<file path="config.mk">
export PLATFORM = sky130hd
export DESIGN_NAME = guess_entry
export DESIGN_NICKNAME = d
export VERILOG_FILES = /design/src/rtl/guess_entry.sv
export SDC_FILE = /design/constraint.sdc
export NUM_CORES = 1
export LEC_CHECK = 0
export CAP_MARGIN = 10
export CORE_ASPECT_RATIO = 0.6
export CORE_UTILIZATION = 57
export DETAILED_ROUTE_END_ITERATION = 8
export PLACE_DENSITY = 0.86
export SYNTH_ARGS = -nofsm -noshare
export SYNTH_HDL_FRONTEND = slang
export SYNTH_SLANG_ARGS = --single-unit
</file>
<file path="constraint.sdc">
create_clock -name clk -period 11.2 [get_ports clk]
set_input_delay 3.36 -clock clk [delete_from_list [all_inputs] [get_ports clk]]
set_output_delay 3.36 -clock clk [all_outputs]
set_load 0.01 [all_outputs]
</file>
<file path="src/rtl/guess_entry.sv">
// guess_entry: edits a 4-peg guess from buttons, commits it, then serially scores it against the secret
module guess_entry #(
  parameter int MAX_TURNS = 8
) (
  input  logic       clk,
  input  logic       rst,
  input  logic       i_mode,
  input  logic       i_btn_left,
  input  logic       i_btn_right,
  input  logic       i_btn_up,
  input  logic       i_btn_down,
  input  logic       i_btn_select,
  input  logic [2:0] i_secret3,
  input  logic [2:0] i_secret2,
  input  logic [2:0] i_secret1,
  input  logic [2:0] i_secret0,
  output logic [2:0] o_guess3,
  output logic [2:0] o_guess2,
  output logic [2:0] o_guess1,
  output logic [2:0] o_guess0,
  output logic [1:0] o_cursor,
  output logic       o_commit,
  output logic [2:0] o_black,
  output logic [2:0] o_white,
  output logic       o_score_valid,
  output logic [3:0] o_turn,
  output logic       o_won,
  output logic       o_game_over
);
  typedef enum logic [2:0] {EDIT, COMMIT, EXACT, PARTIAL, DONE} state_t;
  state_t r_state;
  logic [3:0][2:0] r_g, w_s;
  logic [1:0] r_cursor;
  logic [2:0] r_idx, r_black_acc, r_tot_acc;
  logic [2:0] w_gc, w_sc, w_min, w_tot_next, w_black_next;
  logic [3:0] w_turn_next;
  logic       w_go;
  assign w_s = {i_secret3, i_secret2, i_secret1, i_secret0};
  assign {o_guess3, o_guess2, o_guess1, o_guess0} = r_g;
  assign o_cursor = r_cursor;
  // r_idx is the peg index in EXACT and the colour being counted in PARTIAL
  always_comb begin
    w_gc = '0;
    w_sc = '0;
    for (int k = 0; k < 4; k++) begin
      w_gc = w_gc + 3'(r_g[k] == r_idx);
      w_sc = w_sc + 3'(w_s[k] == r_idx);
    end
    w_min = (w_gc < w_sc) ? w_gc : w_sc;
    w_tot_next = r_tot_acc + w_min;
    w_black_next = r_black_acc + 3'(r_g[r_idx[1:0]] == w_s[r_idx[1:0]]);
    w_turn_next = o_turn + 4'd1;
    w_go = (r_black_acc == 3'd4) || (w_turn_next == 4'(MAX_TURNS));
  end
  always_ff @(posedge clk) begin
    if (rst) begin
      r_state <= EDIT;
      r_g <= '0;
      r_cursor <= '0;
      r_idx <= '0;
      r_black_acc <= '0;
      r_tot_acc <= '0;
      o_commit <= 1'b0;
      o_black <= '0;
      o_white <= '0;
      o_score_valid <= 1'b0;
      o_turn <= '0;
      o_won <= 1'b0;
      o_game_over <= 1'b0;
    end else begin
      o_commit <= 1'b0;
      case (r_state)
        EDIT: if (!i_mode) begin
          if (i_btn_select) begin
            r_state <= COMMIT;
            o_commit <= 1'b1;
            o_score_valid <= 1'b0;
          end else if (i_btn_up) r_g[r_cursor] <= r_g[r_cursor] + 3'd1;
          else if (i_btn_down) r_g[r_cursor] <= r_g[r_cursor] - 3'd1;
          else if (i_btn_left) r_cursor <= r_cursor + 2'd1;
          else if (i_btn_right) r_cursor <= r_cursor - 2'd1;
        end
        COMMIT: begin
          r_state <= EXACT;
          r_idx <= '0;
          r_black_acc <= '0;
          r_tot_acc <= '0;
        end
        EXACT: begin
          r_black_acc <= w_black_next;
          r_idx <= (r_idx == 3'd3) ? 3'd0 : r_idx + 3'd1;
          if (r_idx == 3'd3) r_state <= PARTIAL;
        end
        PARTIAL: begin
          r_tot_acc <= w_tot_next;
          r_idx <= r_idx + 3'd1;
          if (r_idx == 3'd7) begin
            o_black <= r_black_acc;
            o_white <= w_tot_next - r_black_acc;
            o_score_valid <= 1'b1;
            o_turn <= w_turn_next;
            o_won <= (r_black_acc == 3'd4);
            o_game_over <= w_go;
            r_state <= w_go ? DONE : EDIT;
          end
        end
        default: ;
      endcase
    end
  end
endmodule

</file>
==> metrics.txt <==
Post-Syn Instances 293; relative slew slack 0.405; total gr overflow 0; Cell variety after synth 46; first-pass GRT wire length 9910 µm; Antenna Cells 0; number of global-route vias before repair 2099; Seq cells post-synth 40; die footprint 4880 µm²; Max Cap Violations 0; FILL cells 300; Data required, critical path 11.39 ns; CP arrival 7.97 ns; metal3 WL 458 µm; Vias 2240; Ys Warns 0; Slowest-stage cell, CP fa_1; post-synthesis sequential area ratio 0.306; Hold Path Origin o_game_over; WHS 0.459 ns; Psw 0.0999 mW; Switching Fraction 0.304; TritonCTS Buffers 5; Setup Total Neg Slack 0 ns; nets 375; DRT iter0 DRCs 205; Hold-fix buffers, CTS 0; status finished, final reports clean; Port-buffer cells 47; peak supply drop 0.0722 mV; root buf cell clkbuf_8; Die Ht 54.5 µm; synthesized cell area 2620 µm²; RSZ-0062 raised after global routing false; met1 WL 3000 µm; Worst Clk Skew 0.00699 ns; Setup CP Type in2reg; gpl congestion 0.818; Post CTS Setup Buffer Count 0; Tmin final 7.78 ns; Clock Latency Late Sink 0.30 ns; most used cell, CP ha_1; fin crit share 0.695; Finished Cell Area 3190 µm²; highest routed layer met4; Placed Cells 387; Seq pwr share 0.454; largest net degree at the start of global routing 38; number of antenna-violating nets in the routed design 0; CP endpoint kind flip-flop; delay-heaviest family, CP adder cells; die width 89.5 µm; Clock power frac 0.292; cells along the critical path clkdlybuf4s50_1, xnor2_1, nand3_1, fa_1, inv_1, ha_1, ha_1, inv_1, ha_1, a21o_1, a21oi_1, mux2_2, ha_1, fa_1, fa_1, xnor2_1, nand3_1, o311ai_0; register area 801 µm²; Post-synth ARST share 0; routed wl met2 2630 µm; CTS max path bufs 2; all-layer global routing usage 0.278; Post-Layout Cell Count 395; Bufs and invs on worst path 3; Synth Flop Type dfxtp_1; I/O pin total 48; Hold Vio Cnt, Final 0; Crit Reg-Reg Startpoint r_idx[0]; area delta synth->final 21.9%; Pins Over Slew Limit 0; DRC viols 0; detailed placement HPWL 4610 µm; CTS clk-pin slew, worst paths 0.08 ns; Setup crit start i_secret0[1]; WL/cell 15.5 µm; # rows 18; Mean Syn Cell Area 8.94 µm²; combinational fraction of design power 0.254; Worst Max-Slew Pin Slew 0.884 ns; PwrDens 103 nW/µm²; Post-Syn Nets 334; Area after DPL 3100 µm²; leakage power total 1.23 nW; max frequency 129 MHz; drt first pass iters 5; startpoint types input port; antenna violations before repair 0; area of the multi-input gates 1690 µm²; Vias/cell 5.67; deepest level of the CTS H-tree 2; layout cells sized above 1 0.0627; Power Internal 0.229 mW; CTS Sinks 40; Tightest Hold Check Type reg2reg; Core Region 4260 µm²; CP max FO 2; Resized Gates After CTS 0; Layout Utilization 0.750; CTS tree yes; Post-synth EDFFs 0; crit-path max cell delay 0.55 ns; initial cell density of the core 0.615; final setup vio count 0; total wire length 6140 µm
[worst paths after layout]
kind	slack, ns	to	depth (start not counted)
setup / recovery	3.42	o_white[2]	18
hold / removal	0.46	o_game_over	2
setup reg to reg	6.12	o_white[2]	17
hold reg to reg	0.46	o_game_over	2
[synthesized netlist by cell type, types with 3 or more instances]
cell type / count / area, µm²
ha_1: 17 / 213
xor2_1: 25 / 219
a21oi_1: 18 / 90.1
a211oi_1: 5 / 37.5
nand2_1: 25 / 93.8
clkbuf_1: 10 / 37.5
inv_1: 16 / 60.1
nor2_1: 24 / 90.1
xnor2_1: 18 / 158
a22oi_1: 4 / 30.0
mux2i_1: 12 / 120
mux4_2: 4 / 90.1
fa_1: 4 / 80.1
nand3_1: 7 / 35.0
nor3_1: 8 / 40.0
mux2_2: 3 / 33.8
nor2b_1: 3 / 18.8
dfxtp_1: 40 / 801
o21ai_0: 12 / 60.1
[state kept, by name, summed over array words and instances (netlist names), 3 cells and up, named ones only]
register	cells
o_white	3
r_black_acc	3
r_state	3
o_turn	4
r_tot_acc	3
r_idx	3
o_black	3
[logic make-up after synthesis]
group | share of synthesized area
AO/OA/AOI/OAI | 0.123
flip-flops | 0.306
AND/OR/NAND/NOR | 0.174
buffers and inverters | 0.0487
XOR/XNOR | 0.144
adder cells (fa/ha/maj) | 0.112
multiplexers | 0.0932
[metrics by stage]
step / setup WS, ns / power [mW]
after detailed placement: 3.10 / 0.235
after floorplan: 3.94 / 0.211
after global routing: 3.17 / 0.346
after global placement: 3.29 / 0.230
final: 3.42 / 0.329
after CTS: 3.41 / 0.329
[area by class of cell]
type                            instances  area share
Timing Repair Buffer                   48       0.150
Clock inverter                          3     0.00588
Multi-Input combinational cell        223       0.530
Inverter                               16      0.0188
Sequential cell                        40       0.251
Tap cell                               60      0.0235
Clock buffer                            5      0.0216
[layout by cell type (no fill, tap or decap), drive strengths merged, types with 3 or more instances in the layout]
| master | Yosys | layout |
|---|---|---|
| nor2 | 24 | 24 |
| o21ai | 12 | 12 |
| mux4 | 4 | 4 |
| clkbuf | 10 | 5 |
| ha | 17 | 17 |
| xnor2 | 18 | 18 |
| nor4b | 3 | 3 |
| nand2 | 25 | 25 |
| clkdlybuf4s50 | 0 | 47 |
| a21oi | 18 | 18 |
| dfxtp | 40 | 40 |
| a211oi | 5 | 5 |
| fa | 4 | 4 |
| nand3 | 7 | 7 |
| mux2 | 3 | 3 |
| nor2b | 3 | 3 |
| clkinv | 0 | 3 |
| a22oi | 4 | 4 |
| mux2i | 12 | 12 |
| nor3 | 8 | 8 |
| inv | 16 | 16 |
| xor2 | 25 | 25 |
[per-layer routing]
metal	track usage	vias to the layer above
met4	0.0820	0
met1	0.396	1035
met2	0.417	95
li1	-	1102
met5	0	-
met3	0.0679	8
[power by group through the flow]
| stage | Sequential, mW | Combinational [mW] | Clock, mW |
|---|---|---|---|
| after floorplan | 0.150 | 0.0609 | 0 |
| after global placement | 0.153 | 0.0775 | 0 |
| after detailed placement | 0.153 | 0.0827 | 0 |
| after CTS | 0.149 | 0.0831 | 0.0964 |
| after global routing | 0.150 | 0.0926 | 0.104 |
| final | 0.149 | 0.0834 | 0.0960 |
[tightest hold or removal path: cells and delay by family, from the launching register on]
family	cells	cell delay [ns]
flops	1	0.32
simple gates	1	0.05
compound gates	1	0.05
No activity file was read; power rests on OpenSTA's default activity.
